<file path="src/rtl/johnson_pkg.sv">
// johnson_pkg
// Shared definitions for the Johnson ring-counter sequencer family:
//   - FSM state encoding (ST_IDLE, ST_RUN)
//   - direction constants (DIR_FWD, DIR_REV)
//   - default ring width and shift-count width
package johnson_pkg;

   localparam int DEF_WIDTH = 5;
   localparam int DEF_CNT_W = 8;

   typedef enum logic {
      ST_IDLE = 1'b0,
      ST_RUN  = 1'b1
   } state_t;

   localparam logic DIR_FWD = 1'b0;
   localparam logic DIR_REV = 1'b1;

endpackage

</file>
<file path="src/rtl/johnson_phase_dec.sv">
// johnson_phase_dec
// Combinational decode of a WIDTH-stage Johnson ring value into its one-hot
// phase index (2*WIDTH phases) plus a legality flag.
// Ports:
//   Q      in   WIDTH      ring value
//   Phase  out  2*WIDTH    one-hot phase index, all-zero when Q is illegal
//   Legal  out  1          Q is one of the 2*WIDTH legal patterns
module johnson_phase_dec #(
   parameter int WIDTH = 5
) (
   input  logic [WIDTH-1:0]   Q,
   output logic [2*WIDTH-1:0] Phase,
   output logic               Legal
);

   // Pattern for phase k: k ones filling from the LSB for k = 0..WIDTH,
   // then the ones retreat from the LSB for k = WIDTH+1..2*WIDTH-1.
   function automatic logic [WIDTH-1:0] pattern(input int k);
      logic [WIDTH-1:0] p;
      for (int i = 0; i < WIDTH; i++) begin
         p[i] = (k <= WIDTH) ? (i < k) : (i >= k - WIDTH);
      end
      return p;
   endfunction

   always_comb begin
      Phase = '0;
      for (int k = 0; k < 2*WIDTH; k++) begin
         Phase[k] = (Q == pattern(k));
      end
   end

   assign Legal = |Phase;

endmodule

</file>
<file path="src/rtl/johnson_phase_ctrl.sv">
// johnson_phase_ctrl
// Sequencer for a WIDTH-stage Johnson counter: counted or free-running runs,
// single steps, direction control, preset, and illegal-state recovery.
// Commands are level-sampled strobes; there is no handshake. A command is
// consumed on the rising edge where it is seen, subject to the IDLE/RUN
// priority rules below; commands that do not apply in the current state are
// dropped, not queued.
// Ports:
//   Clk       in   1        rising-edge clock
//   Reset_n   in   1        asynchronous active-low reset
//   Start     in   1        begin a run of Count shifts (IDLE only)
//   Count     in   CNT_W    shifts per run, 0 = free-run until Stop
//   Stop      in   1        abort a run (RUN only)
//   Step      in   1        single shift (IDLE only)
//   Dir       in   1        0 forward, 1 reverse, sampled at each shift
//   Load      in   1        preset ring from LoadVal (IDLE only)
//   LoadVal   in   WIDTH    preset value, may be illegal
//   ErrClr    in   1        clear sticky Err
//   Q         out  WIDTH    ring register
//   Phase     out  2*WIDTH  one-hot phase of Q, zero if Q illegal
//   Busy      out  1        high in RUN
//   Done      out  1        one-cycle pulse on run completion or abort
//   Err       out  1        sticky illegal-state flag
//   DbgState  out  1        current FSM state (state_t encoding)
module johnson_phase_ctrl
   import johnson_pkg::*;
#(
   parameter int WIDTH = DEF_WIDTH,
   parameter int CNT_W = DEF_CNT_W
) (
   input  logic               Clk,
   input  logic               Reset_n,
   input  logic               Start,
   input  logic [CNT_W-1:0]   Count,
   input  logic               Stop,
   input  logic               Step,
   input  logic               Dir,
   input  logic               Load,
   input  logic [WIDTH-1:0]   LoadVal,
   input  logic               ErrClr,
   output logic [WIDTH-1:0]   Q,
   output logic [2*WIDTH-1:0] Phase,
   output logic               Busy,
   output logic               Done,
   output logic               Err,
   output logic               DbgState
);

   state_t           state, state_nxt;
   logic [CNT_W-1:0] rem;
   logic             legal;
   logic             shift_en, load_en, rem_load, rem_dec, done_nxt;
   logic [WIDTH-1:0] q_shift;

   johnson_phase_dec #(.WIDTH(WIDTH)) u_dec (
      .Q     (Q),
      .Phase (Phase),
      .Legal (legal)
   );

   // State register.
   always_ff @(posedge Clk or negedge Reset_n) begin
      if (!Reset_n) state <= ST_IDLE;
      else          state <= state_nxt;
   end

   // Next-state and action decode.
   always_comb begin
      state_nxt = state;
      shift_en  = 1'b0;
      load_en   = 1'b0;
      rem_load  = 1'b0;
      rem_dec   = 1'b0;
      done_nxt  = 1'b0;
      case (state)
         ST_IDLE: begin
            if (Load) begin
               load_en = 1'b1;
            end else if (Start) begin
               rem_load  = 1'b1;
               state_nxt = ST_RUN;
            end else if (Step) begin
               shift_en = 1'b1;
            end
         end
         ST_RUN: begin
            if (Stop) begin
               state_nxt = ST_IDLE;
               done_nxt  = 1'b1;
            end else begin
               shift_en = 1'b1;
               // rem == 0 means free-run: shift forever, counter untouched.
               if (rem == CNT_W'(1)) begin
                  state_nxt = ST_IDLE;
                  done_nxt  = 1'b1;
               end else if (rem != '0) begin
                  rem_dec = 1'b1;
               end
            end
         end
         default: state_nxt = ST_IDLE;
      endcase
   end

   // Outputs decoded from state.
   always_comb begin
      Busy     = (state == ST_RUN);
      DbgState = state;
   end

   assign q_shift = (Dir == DIR_REV) ? {~Q[0], Q[WIDTH-1:1]}
                                     : {Q[WIDTH-2:0], ~Q[WIDTH-1]};

   // Ring register, remaining-shift counter, Done pulse, sticky Err.
   // An illegal ring at a shift edge is forced to phase 0 instead of shifting;
   // that edge still consumes one count.
   always_ff @(posedge Clk or negedge Reset_n) begin
      if (!Reset_n) begin
         Q    <= '0;
         rem  <= '0;
         Done <= 1'b0;
         Err  <= 1'b0;
      end else begin
         Done <= done_nxt;
         if (load_en) begin
            Q <= LoadVal;
         end else if (shift_en) begin
            Q <= legal ? q_shift : '0;
         end
         if (rem_load)     rem <= Count;
         else if (rem_dec) rem <= rem - CNT_W'(1);
         // Setting wins over clearing in the same cycle.
         if (shift_en && !legal) Err <= 1'b1;
         else if (ErrClr)        Err <= 1'b0;
      end
   end

endmodule
</file>
<file path="config.mk">
export PLATFORM = sky130hd
export DESIGN_NAME = johnson_phase_ctrl
export DESIGN_NICKNAME = d
export VERILOG_FILES = /design/src/rtl/johnson_pkg.sv /design/src/rtl/johnson_phase_dec.sv /design/src/rtl/johnson_phase_ctrl.sv
export SDC_FILE = /design/constraint.sdc
export NUM_CORES = 1
export LEC_CHECK = 0
export ABC_AREA = 1
export CAP_MARGIN = 20
export CELL_PAD_IN_SITES_DETAIL_PLACEMENT = 1
export CELL_PAD_IN_SITES_GLOBAL_PLACEMENT = 2
export CORE_ASPECT_RATIO = 0.75
export CORE_MARGIN = 4
export CORE_UTILIZATION = 25
export DETAILED_ROUTE_END_ITERATION = 7
export HOLD_SLACK_MARGIN = 0.15
export PLACE_DENSITY_LB_ADDON = 0.1
export SKIP_CTS_REPAIR_TIMING = 1
export SLEW_MARGIN = 20
export SYNTH_ARGS = -nofsm -noshare
export SYNTH_HDL_FRONTEND = slang
export SYNTH_HIERARCHICAL = 1
export SYNTH_SLANG_ARGS = --single-unit
</file>
<file path="constraint.sdc">
create_clock -name Clk -period 2.9 [get_ports Clk]
set_clock_uncertainty 0.05 [all_clocks]
set_input_delay 0.725 -clock Clk [delete_from_list [all_inputs] [get_ports Clk]]
set_output_delay 0.725 -clock Clk [all_outputs]
set_load 0.05 [all_outputs]
</file>
After elaboration in Yosys (flattened, before gate mapping)
Index checks and enable logic that the tools add are counted. W data, S select, Z words.

$add $sub $neg: 1. Eq/ne operators: 10. Mux-type cells: 28. Bitwise logic cells: 3. Reduce and logical (&&, ||, !) cells: 8.

Operator list (count): $eq A5 B5 Y1 const B (5); $mux W1 (20); $mux W5 (4); $mux W8 (2); $reduce_or A10 Y1 (1); $eq A8 B1 Y1 const B (1); $reduce_bool A8 Y1 (1); $sub A8 B1 Y8 const B (1); $reduce_bool A2 Y1 (3); $eq A5 B1 Y1 const B (1); $eq A5 B2 Y1 const B (1); $eq A5 B3 Y1 const B (1); $eq A5 B4 Y1 const B (1); $logic_not A5 Y1 (1); $pmux W1 S2 (2); $not A1 Y1 (3); $logic_and A1 B1 Y1 (1); $logic_not A1 Y1 (1).

Bits in registers: 16. Input port bits: 21. Output and inout port bits: 19. Word-level logic and storage cells: 55.

Depth between registers and ports, before layout
Gate-level depths: netlist of the first run.

Word-level depth: 7. Mapped depth: 10. Depth with buffers taken out: 10.

Modules after synthesis
The synthesis of the first run kept the hierarchy.

By module, submodules not included: johnson_phase_ctrl (times used 1, cells each 160, area an instance 1108.6 um2, seq. area each 400.4 um2); johnson_phase_dec (times used 1, cells each 41, area an instance 160.2 um2, seq. area each 0.0 um2).

Worst setup path after synthesis of the first run
No wires, ideal clock.

Path type: register to output. From: reg Q[3]. To: out Phase[4]. Arrival: 1675 ps. Setup slack: 450 ps. Cell stages (with the launch flop): 5. Path buffers: 0. Cell sequence: dfrtp_1 nand2_1 inv_1 nand2_1 nor2_1.

Cells in the longest elaborated chain, start to end: 1.

RTL lines: start, declared (line johnson_phase_ctrl.sv:41) `output logic [WIDTH-1:0] Q,`; start signal, assigned (line johnson_phase_ctrl.sv:126) `Q <= LoadVal;`; start signal, assigned (line johnson_phase_ctrl.sv:128) `Q <= legal ? q_shift : '0;`; $eq A5 B4 Y1 (line johnson_phase_dec.sv:29) `Phase[k] = (Q == pattern(k));`; end, declared (line johnson_phase_ctrl.sv:42) `output logic [2*WIDTH-1:0] Phase,`.

Every way passes these cells.

Worst setup path after layout of the first run
From: reg Q[1]. To: out Phase[9].

Cells in the longest elaborated chain, start to end: 1.

RTL lines (line): $eq A5 B5 Y1 (johnson_phase_dec.sv:29).

Every way passes these cells.

==> results of run 1 <==
[power breakdown]
part / total, mW / leakage [nW] / internal [mW] / switching [mW]
sequential: 0.454 / 0.202 / 0.309 / 0.145
clock: 0.214 / 0.0288 / 0.121 / 0.0932
combinational: 0.944 / 0.798 / 0.328 / 0.615
total: 1.61 / 1.03 / 0.758 / 0.854
[area by class of cell]
| type | instances | area [sq um] | share of cell area (%) |
|---|---|---|---|
| Multi-Input combinational cell | 152 | 738.2 | 40.92 |
| Timing Repair Buffer | 40 | 412.9 | 22.88 |
| Sequential cell | 16 | 400.4 | 22.19 |
| Inverter | 32 | 122.6 | 6.796 |
| Tap cell | 60 | 75.07 | 4.161 |
| Clock buffer | 4 | 55.05 | 3.051 |
[routing by layer]
layer	part of all wire, %	vias to the layer above	GRT usage, %
met3	4.2	2	3.362
met1	58	586	20.97
met2	38	27	18.29
li1	-	705	-
met5	0	-	0
met4	0.20	0	1.528
[critical path, stage by stage, from the launching register on]
cell             delay [ns]
dfrtp_1                0.49
nor2_1                 0.17
nand3_1                0.13
nor2_1                 0.13
clkdlybuf4s50_1        0.81
[metrics by stage]
step                      std cells  worst slack [ns]
after floorplan                 201            0.4498
after global placement          300            0.3376
after detailed placement        300            0.3248
after CTS                       304           0.04016
after global routing            304           0.02019
final                           304            0.1283
[kinds of logic after synthesis]
logic type                 synth area share, %
adders and majority gates                2.959
and+or+nand+nor                          47.24
AOI/OAI and AO/OA                        7.988
buffers and inverters                    10.26
DFF                                      31.56
[registers in the layout, summed over array words and instances, names as in the netlist]
| name | cells |
|---|---|
| rem | 8 |
| Busy | 1 |
| Q | 5 |
| Done | 1 |
| Err | 1 |
[cells in the mapped netlist]
cell | n | share of area, %
nand2_4 | 3 | 2.7
buf_4 | 1 | 0.59
a21oi_1 | 1 | 0.39
nor2_2 | 5 | 2.5
inv_2 | 1 | 0.30
inv_4 | 1 | 0.49
ha_1 | 3 | 3.0
o21bai_1 | 1 | 0.59
o21ai_0 | 4 | 1.6
nand2_1 | 73 | 22
nor2_4 | 2 | 1.8
dfrtp_1 | 16 | 32
o21ai_2 | 1 | 0.69
o211ai_1 | 8 | 4.7
nand3_1 | 20 | 7.9
nor2_1 | 24 | 7.1
nand4_1 | 1 | 0.49
nand2_2 | 5 | 2.5
nand3_2 | 1 | 0.79
inv_1 | 30 | 8.9
[worst min path at each step]
stage	from	end	slack, ns
CTS	rem[1]	rem[1]	0.45
finish	rem[1]	rem[1]	0.46
floorplan	Reset_n	Busy	0.38
global route	rem[1]	rem[1]	0.48
detailed placement	rem[1]	rem[1]	0.44
global placement	rem[1]	rem[1]	0.44
[cells in the final DEF (no fill, tap or decap)]
cell type / instances
a21oi_1: 1
buf_4: 1
clkbuf_8: 4
clkdlybuf4s50_1: 33
dfrtp_1: 16
dlymetal6s2s_1: 6
ha_1: 3
inv_1: 30
inv_2: 1
inv_4: 1
nand2_1: 73
nand2_2: 5
nand2_4: 3
nand3_1: 20
nand3_2: 1
nand4_1: 1
nor2_1: 24
nor2_2: 5
nor2_4: 2
o211ai_1: 8
o21ai_0: 4
o21ai_2: 1
o21bai_1: 1
==> metrics, run 1 <==
Yosys warnings=6; overflow left after global routing=0; clk_lat worst skew=0.26 ns; Hold Crit Class=reg -> reg; Crit Path Class=reg -> out; crit path DAT=2.00 ns; largest net degree at the start of global routing=17; hold path cells=2; register bit total from synthesis=16; Vias=roughly 1300; number of DRC markers in iteration 0=40; Clock transition at path regs=0.08 ns; crit share post-route=95.58%; Avg WL per Cell=12.94 microns; Design Area, Final=1804 sq um; unrepaired setup endpoints after global routing=no; Required @ worst endpoint=~2.1 ns; core area=about 4900 sq um; global-route wire length before repair=6.796 mm; final setup fails=0; post-route ant nets=0; Final HPWL DP=3.141 mm; sequential share of the synthesized area=around a third; number of global-route vias before repair=1324; Synth Net Count=225; Crit Path Max Fanout=9; overall power=1.612 mW; buffers added on ports=39; number of clock sinks=16; CTS tree=yes; cell count after synthesis=201; Power Density=around 890 nW/um^2; drt pass-1 iters=4; total CTS buffers=3; Root Driver=clkbuf_8; diode count=0; CTS max path bufs=2; drt drc=0; layout cells sized above 1=a little under 10%; RR Startpoint=Q[1]; Critical Path End=Phase[9]; final WL=3.933 mm; H-Tree Depth=1; Crit. End Element=primary output; post-layout util=a little under two fifths; worst reg2reg endpoint=Q[3]; Core Rows=22; synthesized cell area=1269 sq um; # IOs=40; synth-to-layout area growth=42.21%; Hold Vio Cnt, Final=0; vias per cell=4.342; Unique masters post-synth=20; initial antenna violation count=0; setup TNS=0 ns; Placer Congestion=approximately 0.75; status=finished, final reports clean; gr usage total=between 10% and 20%; crit path time final=2.772 ns; maximum VDD drop=about 0.00025 V; fmax=360.8 MHz; Final Net Count=269; leakage dissipation=1.029 nW; DP Area=1734 sq um; origin of the worst setup path=Q[1]; Setup crit start kind=flip-flop; Die X=90.26 microns; R2R setup slack=1.03 ns; Initial Util=25.89%; Post-Syn Area per Cell=~6.3 sq um; die area=~6300 sq um; worst hold margin=0.4550 ns; Max Cap Violations=0; Die Height=69.70 microns; Tightest Pin Transition=0.5110 ns; final-layout fill cell count=about 650; max-slew violations=0; headroom to the max-slew limit=65.83%; Worst Reg-to-Reg Cells=10
(Power assumes the default switching activity.)
==> run 2, diff against run 1 <==
--- a/config.mk
+++ b/config.mk
@@ -11,9 +11,11 @@
 export CELL_PAD_IN_SITES_GLOBAL_PLACEMENT = 2
 export CORE_ASPECT_RATIO = 0.75
 export CORE_MARGIN = 4
-export CORE_UTILIZATION = 25
+export CORE_UTILIZATION = 23
+export CTS_CLUSTER_DIAMETER = 150
 export DETAILED_ROUTE_END_ITERATION = 7
 export HOLD_SLACK_MARGIN = 0.15
+export MAX_ROUTING_LAYER = met4
 export PLACE_DENSITY_LB_ADDON = 0.1
 export SKIP_CTS_REPAIR_TIMING = 1
 export SLEW_MARGIN = 20
==> constraint.sdc (replaced) <==
create_clock -name Clk -period 2.61 [get_ports Clk]
set_clock_uncertainty 0.05 [all_clocks]
set_input_delay 0.6525 -clock Clk [delete_from_list [all_inputs] [get_ports Clk]]
set_output_delay 0.6525 -clock Clk [all_outputs]
set_load 0.05 [all_outputs]
==> metrics, run 2 (synthesis results as in run 1) <==
status=finished, final reports clean; CP bufs+invs=1; unrepaired setup endpoints after global routing=no; most frequent cells in the layout=nand2_1 (73), inv_1 (30), clkdlybuf4s50_1 (29), nor2_1 (24), nand3_1 (20); Max Cap Violations=0; Final Net Count=~270; final-layout fill cell count=710; headroom to the max-slew limit=65.32%; Crit. End Element=primary output; core area=5353 sq um; die area=6781 sq um; number of global-route vias before repair=between 1000 and 1500; H-Tree Depth=1; Setup crit start kind=flip-flop; max-slew violations=0; FF/Latch Area=approximately 400 sq um; slowest CP cell=clkdlybuf4s50_1; gr usage total=a little over an eighth; Core Rows=23; synth-to-layout area growth=41.22%; final setup fails=0; largest net degree at the start of global routing=17; buffers added on ports=39; DRT met1 WL=2.271 mm; number of DRC markers in iteration 0=46; Non-Filler Instances=321; cells along the critical path=clkdlybuf4s50_1; Clock transition at path regs=0.07 ns; layout cells sized above 1=14.63%; total CTS buffers=3; leakage dissipation=0.9489 nW; crit-path max cell delay=0.87 ns; Root Driver=clkbuf_8; number of flip-flops in the largest register=8; overall power=1.775 mW; Power Density=roughly 990 nW/um^2; Placer Congestion=0.7606; routed wl met3=about 180 microns; clk_lat worst skew=0.25 ns; crit path DAT=1.65 ns; overflow left after global routing=0; Die Height=72.32 microns; CP delay by family, top=buffers and inverters; setup TNS=0 ns; post-route ant nets=0; number of clock sinks=16; crit share post-route=90.10%; drt drc=0; initial antenna violation count=0; Hold Crit Class=reg -> reg; Tightest Pin Transition=0.5186 ns; Vias=1359; Crit Path Class=reg -> out; cell total after placement=318; maximum VDD drop=0.0003051 V; global-route wire length before repair=about 7.3 mm; Initial Util=between 20% and 30%; biggest regs=rem (8), Q (5); Die X=93.76 microns; Avg WL per Cell=between 10 and 15 microns; vias per cell=4.234; R2R setup slack=0.88 ns; crit path time final=around 2.4 ns; drt pass-1 iters=4; # IOs=40; area of the multi-input gates=738.2 sq um; diode count=0; highest routed layer=met4; CTS max path bufs=2; Hold Vio Cnt, Final=0; Final HPWL DP=3.392 mm; final WL=just over 4 mm; CTS tree=yes; fmax=~430 MHz; commonest non-fill, non-tap cell in the layout=nand2_1; met2 wire length=1.616 mm; Required @ worst endpoint=between 1.5 and 2 ns; Crit Path Max Fanout=9; Top reg by flops=rem
==> run 2: cell count changes in the layout (fill, tap and decap cells not counted) <==
cell / delta
buf_4: +13
clkdlybuf4s50_1: -4
dlymetal6s2s_1: -6
clkbuf_8: -1
==> run 2: routing by layer <==
| layer | vias to the layer above | GRT usage, % |
|---|---|---|
| li1 | 712 | - |
| met1 | 622 | 20.27 |
| met2 | 23 | 19.67 |
| met3 | 2 | 3.212 |
| met4 | 0 | 1.442 |
| met5 | - | - |
==> run 2: cell type report <==
class,count,share of cell area (%)
multi-input cells,152,41.20
flip-flops and latches,16,22.35
repair buffers,43,22.07
inverters,32,6.844
well taps,75,5.237
clock buffers,3,2.304
==> run 2: metrics by stage <==
step	util, %	hold WS, ns	setup WS [ns]	cell area (sq um)
2_1_floorplan	-	0.3069	0.2323	1269
3_3_place_gp	32.70	0.4400	0.5282	1750
3_5_place_dp	32.70	0.4502	0.5164	1750
4_1_cts	33.47	0.4699	0.2322	1792
5_1_grt	33.47	0.5104	0.1772	1792
6_report	33.47	0.4597	0.2584	1792
==> run 2: power by group <==
group / leakage, nW / switching (mW) / total (mW) / internal, mW
sequential: 0.202 / 0.128 / 0.472 / 0.344
combinational: 0.726 / 0.726 / 1.11 / 0.381
clock: 0.0216 / 0.0923 / 0.195 / 0.102
total: 0.949 / 0.947 / 1.77 / 0.828
==> run 2: worst min-delay path, cell delays in order, from the launching register on <==
cell and delay, ns:
dfrtp_1 0.37, nand2_1 0.06, nand2_1 0.05
==> run 2: final timing paths <==
kind / from / end / cells after the start
max: Q[3] / Q[3] / 1
min: rem[1] / rem[1] / 2
max reg2reg: Q[1] / Q[3] / 10
min reg2reg: rem[1] / rem[1] / 2
max in group asynchronous: Reset_n / rem[7] / 2
min in group asynchronous: Reset_n / Busy / 2
==> patch 1: new RTL, flow settings as in run 2 <==
Set the package constant `DEF_CNT_W` to 9 (it was 8).
--- a/src/rtl/johnson_pkg.sv
+++ b/src/rtl/johnson_pkg.sv
@@ -6,7 +6,7 @@
 package johnson_pkg;
 
    localparam int DEF_WIDTH = 5;
-   localparam int DEF_CNT_W = 8;
+   localparam int DEF_CNT_W = 9;
 
    typedef enum logic {
       ST_IDLE = 1'b0,
Interface: changed (resized Count); port bits go from 40 to 41. The function was not compared with the original's and may differ.
==> patch 1 against run 2 <==
- setup slack worse by 13 ps
- sequential cell count is 1 higher
- design area is 3.6% higher
- count of clock-buffer cells in the layout is 1 higher
- synthesized cell count is 6.0% higher
- total power is 4.3% lower
- first-iteration DRC count is 70% higher
- wire length is 6.4% higher
- synthesized area is 5.5% higher
- maximum frequency is 0.57% lower
- via count is 5.2% higher
==> patch 1: results (changes against run 2) <==
** Outcome
- The run finished with clean final reports.

** Detailed routing
- Wire length per cell after detailed routing :: 13.1 um (+2.9%)
- The detailed router's first-iteration violation count came to 78 (+70%).
- The detail-routed via count per cell was 4.30 (+1.7%).
- Metal2 WL :: 1.64 mm (+1.6%)
- The met3 wirelength from detailed routing came to 202 um (+12%).

** STA
- The minimum clock period after layout was 2360 ps (+13.4 ps).
- Hold slack final :: 476 ps (+16.3 ps)
- Actual slew at the worst max-slew pin :: 520 ps (+1.71 ps)

** Synth
- The adder and majority cell fraction of the synthesized area came to 2.80% (-0.15 points).
- The share of the synthesized area in compound gates (AO/OA/AOI/OAI) came to 6.64% (-1.4 points).
- The net count after synthesis came to 238 (+5.8%).
- The number of cells produced by synthesis was 213 (+6.0%).
- Ranked by total cell area, the synthesized netlist is headed by dfrtp_1 (32%), nand2_1 (22%), nand3_1 (9.3%), inv_1 (8.7%), nor2_1 (6.7%).
- Post-synth cell types :: 26 (+30%)

** Placed design
- Detailed placement HPWL :: 3.51 mm (+3.5%)

** Finish
- The net total in the final layout was 283 (+4.0%).
- In the final layout, the registers with the most flip-flops are rem (9), Q (5).
- The number of cells in the finished layout apart from fillers came to 332 (+3.4%).

** Global routing
- Number of global-route vias before repair :: 1474 (+4.0%)
- The overall global routing resource usage is 13.5% (-0.23 points).
- Maximum number of pins on one net before global-route repair :: 18 (+1)
- The met3 track demand over resource in global routing was 3.13% (-0.078 points).
- The wire length of the first global-routing pass is 7.33 mm (+1.1%).

** Power
- The worst-case vdd ir drop was 0.213 mV (-30%).
- The leakage power total is 0.985 nW (+3.8%).

** Critical path
- In this run the critical register-to-register path is captured at Q[0].
[patch 1: worst register-to-register path: cells and delay by family, from the launching register on]
kind / cells / cell delay [ps]
AND/OR/NAND/NOR: 7 / 730
flip-flops: 1 / 400
AO/OA/AOI/OAI: 2 / 330
buffers and inverters: 2 / 260
[patch 1: where the power goes]
| part | total [mW] | internal [mW] | switching, mW |
|---|---|---|---|
| Clock | 0.205 | 0.108 | 0.0965 |
| Combinational | 1.01 | 0.342 | 0.670 |
| Sequential | 0.482 | 0.359 | 0.123 |
[patch 1: kinds of logic (layout without fill, tap and decap cells)]
kind of cell	count (synthesis)	count (layout)
adders and majority gates	3	3
and+or+nand+nor	143	143
buffers and inverters	36	80
DFF	17	17
AOI/OAI and AO/OA	14	14
[patch 1: area by class of cell]
class | count | area (sq um)
tap | 75 | 93.8
fill | 717 | 3640
sequential | 17 | 425
inverter | 32 | 120
multi-input combinational | 160 | 766
timing repair buffer | 44 | 405
clock buffer | 4 | 45.0
==> patch 2: new RTL, config.mk and constraints of run 2 <==
Without the edit above. Make the reset (`Reset_n`) synchronous in 2 clocked blocks. Comments in the files are not updated.
--- a/src/rtl/johnson_phase_ctrl.sv
+++ b/src/rtl/johnson_phase_ctrl.sv
@@ -59,7 +59,7 @@
    );
 
    // State register.
-   always_ff @(posedge Clk or negedge Reset_n) begin
+   always_ff @(posedge Clk) begin
       if (!Reset_n) state <= ST_IDLE;
       else          state <= state_nxt;
    end
@@ -114,7 +114,7 @@
    // Ring register, remaining-shift counter, Done pulse, sticky Err.
    // An illegal ring at a shift edge is forced to phase 0 instead of shifting;
    // that edge still consumes one count.
-   always_ff @(posedge Clk or negedge Reset_n) begin
+   always_ff @(posedge Clk) begin
       if (!Reset_n) begin
          Q    <= '0;
          rem  <= '0;
Function: differs if Reset_n is asserted again (counterexample within 4 cycles, from zero or initial values and one cycle with Reset_n low); with Reset_n held inactive, the same outputs for 10 cycles.
==> patch 2 against run 2 <==
- synthesized area decreased by 1.6%
- design area decreased by 2.3%
- register-to-register slack improved by 40 ps
- wire length decreased by 4.5%
- largest cell class unchanged
- setup slack improved by 10 ps
- count of clock-buffer cells in the layout unchanged
- sequential cell count unchanged
Power is not compared: it rests on default switching activity, and its combinational part moved more than twofold at a synthesized area within 25%.
==> patch 2: results (changes against run 2) <==
** Detailed routing
- Detailed Routing Iterations Pass 1 :: 4 (unchanged)
- The routed wire length was 3.89 mm (-4.5%).
- The detailed router's first-iteration violation count came to 49 (+6.5%).
- The number of vias in the routed layout was 1407 (+3.5%).

** Synth
- The share of the yosys chip area belonging to registers is 25.7% (-5.9 points).
- For this run, the leading register cell type out of synthesis is dfxtp_1.
- Sorting the synthesized cells by area gives the leading types as dfxtp_1 (26%), nand2_1 (22%), nor2_1 (12%), inv_1 (9.9%), nand3_1 (8.4%).
- Commonest cells post-synth :: nand2_1 (72), nor2_1 (39), inv_1 (33), nand3_1 (21), dfxtp_1 (16)
- The number of warnings printed during yosys synthesis is 6 (unchanged).
- Async SR Flop Fraction :: 0% (-100 points)
- The number of distinct library cell variants in the gate-level netlist after synthesis was 21 (+5.0%).
- Synthesized netlist net count :: 247 (+9.8%)

** Critical path
- On the critical path, the stage with the largest delay is an instance of clkdlybuf4s50_1.
- In this run the critical register-to-register path is launched from Q[0].
- Crit Reg-Reg Endpoint :: Q[1]
- The worst-path maximum fanout came to 9 (unchanged).
- Crit path DAT :: 1640 ps
- The worst reg-to-reg setup slack was 920 ps (+40 ps).
- Broken down by cell family, the worst path's largest delay share belongs to buffers and inverters.
- Following the worst setup path forward leads to its endpoint at Q[0].

** CTS
- Depth of the CTS H-tree :: 1 (unchanged)
- Clock-pin slew on the worst setup and hold paths :: 70 ps (about the same)
- Number of buffers inserted during clock tree synthesis :: 3 (unchanged)

** Placed design
- Detailed placement HPWL :: 3.17 mm (-6.6%)
- RD Place Congestion :: 0.752 (-1.1%)

** Min path
- In this run the most critical hold path is launched from rem[1].

** STA
- Actual slew at the worst max-slew pin :: 514 ps (-4.46 ps)

** Global routing
- First-pass GRT wire length :: 6.64 mm (-8.5%)
- Maximum number of pins on one net before global-route repair :: 18 (+1)
- The overall global routing resource usage was 12.5% (-1.2 points).

** Finish
- Number of antenna diodes :: 0 (unchanged)
- The net total in the final layout is 290 (+6.6%).
- The share of cells above drive strength 1 came to 10.6% (-4.0 points).

** Outcome
- The flow ran to the end, and the final reports show no timing, DRC or antenna violations.
-- patch 2: cells by family after synthesis --
logic type	after synthesis	synth area share, %
AND/OR/NAND/NOR	145	49.8
AO/OA/AOI/OAI	20	8.72
adder cells (fa/ha/maj)	3	3.01
flip-flops	16	25.7
buffers and inverters	39	12.8
-- patch 2: metrics by stage --
stage | cell area (sq um) | worst slack [ps] | power, mW | util (%) | instances
after CTS | 1750 | 37.8 | 0.861 | 34.5 | 336
after floorplan | 1250 | 218 | 0.540 | - | 223
after detailed placement | 1700 | 324 | 0.656 | 33.6 | 333
after global routing | 1750 | 184 | 0.912 | 34.6 | 336
after global placement | 1700 | 403 | 0.658 | 33.6 | 333
final | 1750 | 269 | 0.841 | 34.6 | 336
-- patch 2: final cells by class --
cell class | count | area [sq um]
fillers | 698 | 3310
multi-input cells | 168 | 768
repair buffers | 41 | 390
flip-flops and latches | 16 | 320
inverters | 36 | 140
well taps | 72 | 90.1
clock buffers | 3 | 41.3
-- patch 2: layer usage --
metal	vias up	part of all wire [%]	track usage (%)	routed length (um)
met4	0	0.21	1.46	8
met5	-	0	-	0
li1	765	-	-	-
met3	2	5.3	3.04	205
met1	610	56	18.8	2180
met2	30	38	17.2	1500
-- patch 2: how the worst min path moves through the flow --
stage / to / slack (ps) / depth (start not counted)
after global placement: rem[1] / 420 / 2
after CTS: rem[1] / 450 / 2
after floorplan: rem[1] / 400 / 2
after global routing: rem[1] / 510 / 2
after detailed placement: rem[1] / 430 / 2
final: rem[1] / 440 / 2
-- patch 2: power breakdown --
part / switching, mW / internal, mW
Sequential: 0.0273 / 0.266
Clock: 0.0926 / 0.103
Combinational: 0.223 / 0.130
Total: 0.342 / 0.498
